$ cat src/rtl/uart_pkg.sv
// Shared UART definitions: data width, byte type and bit-period constants
// used by the receive path and its buffering.
package uart_pkg;

  localparam int UART_DATA_W = 8;

  typedef logic [UART_DATA_W-1:0] uart_byte_t;

  // Clocks per bit and per half bit at the system clock / baud ratio in use.
  localparam int BCLK  = 434;
  localparam int HBCLK = 217;

  // Four 10-bit characters of line silence.
  localparam int TIMEOUT_CYC_DEF = 4 * 10 * BCLK;

endpackage : uart_pkg

$ cat src/rtl/uart_rx_fifo_ram.sv
// Storage array for the receive FIFO: one synchronous write port and one
// asynchronous read port so the head entry can fall through combinationally.
module uart_rx_fifo_ram
  import uart_pkg::*;
#(
  parameter int ADDR_W = 4
) (
  input  logic              clk,
  input  logic              we_i,
  input  logic [ADDR_W-1:0] waddr_i,
  input  uart_byte_t        wdata_i,
  input  logic [ADDR_W-1:0] raddr_i,
  output uart_byte_t        rdata_o
);

  uart_byte_t mem_q [2**ADDR_W];

  // NOTE: the array has no reset; the pointers alone decide which entries are valid.
  always_ff @(posedge clk) begin
    if (we_i) begin
      mem_q[waddr_i] <= wdata_i;
    end
  end

  assign rdata_o = mem_q[raddr_i];

endmodule : uart_rx_fifo_ram

$ cat src/rtl/uart_rx_fifo.sv
// First-word-fall-through byte FIFO behind the UART receiver with sticky overrun.
// Optional idle timeout is compiled in with `define UART_RX_FIFO_TIMEOUT_EN.
module uart_rx_fifo
  import uart_pkg::*;
#(
  parameter int DEPTH_LOG2  = 4,
  parameter int TIMEOUT_CYC = TIMEOUT_CYC_DEF
) (
  input  logic              clk,
  input  logic              rst_n,
  input  uart_byte_t        rx_data,
  input  logic              rx_done,
  input  logic              rd_en,
  output uart_byte_t        rd_data,
  output logic              empty,
  output logic              full,
  output logic [DEPTH_LOG2:0] count,
  output logic              overrun,
  input  logic              ovr_clr,
  output logic              rx_timeout
);

  logic [DEPTH_LOG2:0] wr_ptr_q, wr_ptr_d;
  logic [DEPTH_LOG2:0] rd_ptr_q, rd_ptr_d;
  logic                overrun_q, overrun_d;
  logic                push, pop, drop;
  uart_byte_t          ram_rdata;

  // Extra pointer MSB separates the full and empty cases when the low bits match.
  assign count = wr_ptr_q - rd_ptr_q;
  assign empty = (wr_ptr_q == rd_ptr_q);
  assign full  = (wr_ptr_q[DEPTH_LOG2] != rd_ptr_q[DEPTH_LOG2]) &&
                 (wr_ptr_q[DEPTH_LOG2-1:0] == rd_ptr_q[DEPTH_LOG2-1:0]);

  // A pop in the same cycle frees the slot a full FIFO needs for the push.
  assign pop  = rd_en && !empty;
  assign push = rx_done && (!full || rd_en);
  assign drop = rx_done && full && !rd_en;

  // NOTE: every always_comb output gets a default first so no latch is inferred.
  always_comb begin
    wr_ptr_d  = wr_ptr_q;
    rd_ptr_d  = rd_ptr_q;
    overrun_d = overrun_q;
    if (push) wr_ptr_d = wr_ptr_q + 1'b1;
    if (pop)  rd_ptr_d = rd_ptr_q + 1'b1;
    if (drop)         overrun_d = 1'b1;
    else if (ovr_clr) overrun_d = 1'b0;
  end

  // NOTE: state registers use non-blocking assignments so all flops update together.
  always_ff @(posedge clk or negedge rst_n) begin
    if (!rst_n) begin
      wr_ptr_q  <= '0;
      rd_ptr_q  <= '0;
      overrun_q <= 1'b0;
    end else begin
      wr_ptr_q  <= wr_ptr_d;
      rd_ptr_q  <= rd_ptr_d;
      overrun_q <= overrun_d;
    end
  end

  uart_rx_fifo_ram #(
    .ADDR_W (DEPTH_LOG2)
  ) u_ram (
    .clk     (clk),
    .we_i    (push),
    .waddr_i (wr_ptr_q[DEPTH_LOG2-1:0]),
    .wdata_i (rx_data),
    .raddr_i (rd_ptr_q[DEPTH_LOG2-1:0]),
    .rdata_o (ram_rdata)
  );

  assign rd_data = empty ? '0 : ram_rdata;
  assign overrun = overrun_q;

`ifdef UART_RX_FIFO_TIMEOUT_EN
  localparam int                IDLE_W   = $clog2(TIMEOUT_CYC + 1);
  localparam logic [IDLE_W-1:0] IDLE_MAX = IDLE_W'(TIMEOUT_CYC);

  logic [IDLE_W-1:0] idle_q, idle_d;

  always_comb begin
    idle_d = idle_q;
    if (push || pop || empty) idle_d = '0;
    else if (idle_q != IDLE_MAX) idle_d = idle_q + 1'b1;
  end

  always_ff @(posedge clk or negedge rst_n) begin
    if (!rst_n) idle_q <= '0;
    else        idle_q <= idle_d;
  end

  assign rx_timeout = (idle_q == IDLE_MAX) && !empty;
`else
  assign rx_timeout = 1'b0;
`endif

endmodule : uart_rx_fifo

$ cat config.mk
export PLATFORM = sky130hd
export DESIGN_NAME = uart_rx_fifo
export DESIGN_NICKNAME = d
export VERILOG_FILES = /design/src/rtl/uart_pkg.sv /design/src/rtl/uart_rx_fifo_ram.sv /design/src/rtl/uart_rx_fifo.sv
export SDC_FILE = /design/constraint.sdc
export NUM_CORES = 1
export LEC_CHECK = 0
export ABC_AREA = 1
export CAP_MARGIN = 20
export CORE_UTILIZATION = 58
export CTS_CLUSTER_DIAMETER = 40
export DETAILED_ROUTE_END_ITERATION = 10
export DONT_BUFFER_PORTS = 1
export GPL_TIMING_DRIVEN = 0
export HOLD_SLACK_MARGIN = 0.1
export PLACE_DENSITY = 0.74
export SLEW_MARGIN = 20
export SYNTH_ARGS = -nofsm -noshare
export SYNTH_HDL_FRONTEND = slang
export SYNTH_SLANG_ARGS = --single-unit
$ cat constraint.sdc
create_clock -name clk -period 3.2 [get_ports clk]
set_input_delay 0.48 -clock clk [delete_from_list [all_inputs] [get_ports clk]]
set_output_delay 0.48 -clock clk [all_outputs]
set_load 0.01 [all_outputs]
After elaboration in Yosys (flattened, before gate mapping)
Memory sizes are Yosys's and may differ from the RTL's.
Cells that the tools add are included.
{ "totals": {"regBits": 11, "ram_bits": 128, "output_inout_bits": 17, "memories": 1} }
{ "mem_list": {"columns": ["name", "words", "word_bits", "rd", "rd_ports_with_merged_regs", "wr", "line", "text"], "rows": [
  ["u_ram.mem_q", 16, 8, 1, 0, 1, "uart_rx_fifo_ram.sv:16", "uart_byte_t mem_q [2**ADDR_W];"]
]} }
{ "op_classes": {"add_sub_neg": 3, "eq_ne": 3, "mux": 5, "reduce_logical": 10} }
{ "op_table": {"columns": ["operator", "count"], "rows": [
  ["adder 5 x 1 -> 5 bit (second input constant)", 2],
  ["2-to-1 mux 8 bit", 1],
  ["equality test 5 bit", 1],
  ["logical AND 1 bit", 5],
  ["subtractor 5 bit", 1],
  ["equality test 4 bit", 1],
  ["2-to-1 mux 1 bit", 4],
  ["logical NOT 1 bit", 3],
  ["nonzero test 2 bit", 1],
  ["logical OR 1 bit", 1],
  ["inequality test 1 bit", 1]
]} }

Logic depth before layout (Yosys ltp)
{ "depth": {"word_depth": 7, "depth_mapped": 13} }

Hierarchy
A second synthesis with hierarchy kept.
{ "unflattened": {"hier_cells": 663, "hier_area_um2": 6482.5} }
{ "modules_own_cells": {"columns": ["module", "n_inst", "cells_each", "area_per_inst_um2", "seq_area_each_um2"], "rows": [
  ["uart_rx_fifo_ram", 1, 543, 5606.6, 3843.7],
  ["uart_rx_fifo", 1, 120, 875.8, 275.3]
]} }

Least setup slack after synthesis
No wires, ideal clock.
{ "synth_timing": {"path_type": "register to register", "start": "register rd_ptr_q[1]", "end": "memory u_ram.mem_q[11][0] in the netlist's numbering, enable pin", "setup_ns": 0.370, "arrival_time_ns": 1.970, "required_time_ns": 2.830, "setup_slack_ns": 0.860, "stages_incl_launch_ff": 14, "synth_period_minus_slack_ns": 2.340, "cell_sequence": "dfrtp_1 -> buf_2 -> inv_2 -> buf_2 -> ha_1 -> nand2_1 -> nor2_2 -> inv_2 -> nor2_4 -> nand2_2 -> nand2_4 -> inv_6 -> nand2_2 -> nor2_1"} }
{ "synth_via": {"elab_chain_cells": 7} }
{ "synth_lines": {"columns": ["item", "line", "text"], "rows": [
  ["from (decl)", "uart_rx_fifo.sv:24", "logic [DEPTH_LOG2:0] rd_ptr_q, rd_ptr_d;"],
  ["from (signal assigned)", "uart_rx_fifo.sv:59", "rd_ptr_q <= rd_ptr_d;"],
  ["equality test 4 bit", "uart_rx_fifo.sv:33", "(wr_ptr_q[DEPTH_LOG2-1:0] == rd_ptr_q[DEPTH_LOG2-1:0]);"],
  ["logical AND 1 bit", "uart_rx_fifo.sv:32", "assign full = (wr_ptr_q[DEPTH_LOG2] != rd_ptr_q[DEPTH_LOG2]) &&"],
  ["via full", "uart_rx_fifo.sv:16", "output logic full,"],
  ["logical NOT 1 bit", "uart_rx_fifo.sv:37", "assign push = rx_done && (!full || rd_en);"],
  ["logical OR 1 bit", "uart_rx_fifo.sv:37", null],
  ["logical AND 1 bit", "uart_rx_fifo.sv:37", null],
  ["2-to-1 mux 1 bit", "uart_rx_fifo_ram.sv:20", "if (we_i) begin"],
  ["2-to-1 mux 1 bit (implied by the code)", "uart_rx_fifo_ram.sv:21", "mem_q[waddr_i] <= wdata_i;"],
  ["to (decl)", "uart_rx_fifo_ram.sv:16", null]
]} }
The timed path passes the listed nets, and every way through them passes these cells.

Worst setup path in the final report
{ "layout_timing": {"start": "register rd_ptr_q[1]", "end": "output port rd_data[1]"} }
{ "layout_via": {"elab_chain_cells": 2} }
{ "layout_lines": {"columns": ["item", "line", "text"], "rows": [
  ["equality test 5 bit", "uart_rx_fifo.sv:31", "assign empty = (wr_ptr_q == rd_ptr_q);"],
  ["via empty", "uart_rx_fifo.sv:15", "output logic empty,"],
  ["2-to-1 mux 8 bit", "uart_rx_fifo.sv:75", "assign rd_data = empty ? '0 : ram_rdata;"],
  ["to (decl)", "uart_rx_fifo.sv:14", "output uart_byte_t rd_data,"]
]} }
The timed path passes the listed nets, and every way through them passes these cells.

==> impl_metrics.ini <==
[status]
status = finished clean

[sta]
slew_viol_final = 0
rsz0062_at_grt = false
clock_skew_ns = 0.00480
period_share_pct = 95.9
maxSlewHeadroom_pct = 47.6
min_period_ns = 3.07
finalHoldViolCount = 0
setup_viol_count_final = 0
worst_pin_slew_ns = 0.784
fmax_mhz = 326
tns_ns = 0

[setup_path]
r2r-start = rd_ptr_q[1]
worstPathRequired_ns = 2.72
cp_slowest_stage_delay_ns = 0.38
cp_top_family = buffers and inverters
cp-end-kind = output port
cp_slowest_cell = dfrtp_1
arrival_ns = 2.59
critPathBufInv = 4
cp-start-kind = flip-flop
crit_type = flip-flop to output port
critPathLaunch = rd_ptr_q[1]
path_cells = buf_2 > inv_2 > buf_2 > ha_1 > nand2_1 > nor2_2 > nand2_1 > inv_2 > a21oi_1
cp_max_fo = 11

[clock_tree]
cts_tree = built
root_buffer = clkbuf_8
insertion_delay_ns = 0.52
clockBufferDepth = 2
cts_inserted_buffers = 17
htreeDepth = 4
cts.sinks = 139
clk_pin_slew_ns = 0.06

[global_routing]
antenna_found_initial = 0
first_global_vias = 4433
grt_max_degree = 17
grt-ovfl-total = 0
track_usage_pct = 27.8
grt_pass1_wl_mm = 22.6

[layout]
layout_commonest_cell = nand2_1
area_growth_pct = 13.1
layout-drive-gt1-share_pct = 9.68
n_antenna_cell = 0
final_area_mm2 = 0.00722
nNetsFinal = 693
stdcell_count = 818
fin_util_pct = 68.7
final_cell_mix = nand2_1 (232), edfxtp_1 (128), inv_1 (97)

[die]
die_w_um = 107
core_mm2 = 0.0105
rows = 37
die_h_um = 107
num_io_pins = 30
die_area_mm2 = 0.0114
start_util_pct = 60.7

[power_and_ir_drop]
ir_worst_vdd_v = 0.000406
power_per_cell_area_mw_per_mm2 = 931
p_leak_nw = 3.18

[placement]
dp_hpwl_mm = 9.07
placed_cell_area_mm2 = 0.00655
dp_cells = 776
gp_congestion = 0.886
portBuffers = 0

[synth]
syn_area_per_cell_um2 = 9.97
yosysWarnings = 0
ys_types = 29
syn_area_mm2 = 0.00638
yosysSeqAreaShare_pct = 64.5
ys_ff_latch = 139
syn_inst = 640
synth_fp_nets = 663

[route]
detail_route.wl_per_cell_um = 17.3
drt.antenna.violating_nets = 0
dr.first_iter.drc_count = 364
routed_wl_mm = 14.2
drc = 0
num_vias = 4392
vias_per_cell = 5.37
firstDrtPassIters = 5

[job]
maxCapViolations = 0

[worst_hold_path]
hp-start = rd_en
hp-class = input port to flip-flop
## repair_timing
action / in CTS / in global routing
setup buffers: 0 / 0
hold buffers: 11 / 0
hold endpoints to repair: 141 / 0
gates resized for setup: 0 / 0
## cells by family (layout without fill, tap and decap cells)
group           after synthesis  count (layout)  share of synthesized area, %
simple gates                333             333                          21.8
flops                       139             139                          64.5
buf+inv                     130             172                          8.49
compound gates               16              16                          1.37
xor+xnor                     11              11                          1.63
fa+ha+maj                    10              10                          2.08
other cells                   1               1                        0.0588
## state kept, by name (all words and copies together), names as in the netlist
name,count
overrun,1
rd_ptr_q,5
u_ram.mem_q,128
wr_ptr_q,5
## power breakdown
group | leakage (nW) | internal, W | total (W) | switching [W]
clock network | 0.270 | 0.00117 | 0.00186 | 0.000689
registers | 1.29 | 0.00221 | 0.00232 | 0.000109
logic | 1.62 | 0.000771 | 0.00255 | 0.00177
total | 3.18 | 0.00415 | 0.00672 | 0.00257
## worst register-to-register path, cell delays in order, from the launching register on
cell and delay, ns:
dfrtp_1 0.38, buf_2 0.17, inv_2 0.14, buf_2 0.29
ha_1 0.30, nand2_1 0.08, nor2_2 0.05, inv_2 0.06
nor2_4 0.05, nand2_2 0.09, nand2_4 0.09, inv_6 0.13
nand2_2 0.12, nor2_1 0.62
## cell type report
class                      count  area (um2)
clock inverter                10         125
timing repair buffer          11         110
clock buffer                  21         429
sequential                   139        4120
multi-input combinational    371        1720
fill                         796        3290
inverter                     105         399
tap                          136         170
buffer                        25         143
## through the flow
step / setup WS (ns) / total power (W) / hold slack (ns)
3_5_place_dp: 0.267 / 0.00480 / 0.185
5_1_grt: 0.0482 / 0.00709 / 0.133
4_1_cts: 0.166 / 0.00669 / 0.101
6_report: 0.131 / 0.00672 / 0.132
2_1_floorplan: 0.860 / 0.00418 / 0.184
3_3_place_gp: 0.345 / 0.00472 / 0.185
## cell usage after synthesis
cell type  count  area [um2]
fa_1           1        20.0
nand3_1       72         360
nor2_4         1        11.3
edfxtp_1     128        3840
conb_1         1        3.75
xnor2_1        2        17.5
nand4_1        1        6.26
dfrtp_1       11         275
buf_6          2        22.5
buf_1          2        7.51
ha_1           9         113
xnor2_2        1        16.3
o21ai_2        2        17.5
nor2_2         1        6.26
a21oi_1       11        55.1
inv_1         97         364
nand2_2        4        25.0
nand2_4        4        45.0
nor2_1        18        67.6
o21ai_0        1        5.00
inv_2          6        22.5
inv_6          1        8.76
nand2_1      232         871
xor2_1         8        70.1
o21ai_1        2        10.0
clkbuf_1       2        7.51
clkinv_1       1        3.75
buf_2         15        75.1
buf_4          4        30.0
## worst paths after layout
path,end,cells past startpoint,slack (ns)
worst max-delay path,rd_data[1],9,0.13
worst min-delay path,rd_ptr_q[2],2,0.13
worst max register to register,u_ram.mem_q[7][7],13,0.26
worst min register to register,rd_ptr_q[3],2,0.52
max in group asynchronous,wr_ptr_q[3],1,2.48
min in group asynchronous,overrun,1,0.37
## per-layer routing
layer / routed length (um) / share of wire [%] / up-vias / track usage, %
li1: - / - / 2096 / -
met1: 5390 / 38 / 2074 / 34.6
met2: 7170 / 51 / 185 / 46.0
met3: 1180 / 8.3 / 37 / 6.14
met4: 446 / 3.1 / 0 / 13.9
met5: 0 / 0 / - / 0
(Power assumes the default switching activity.)
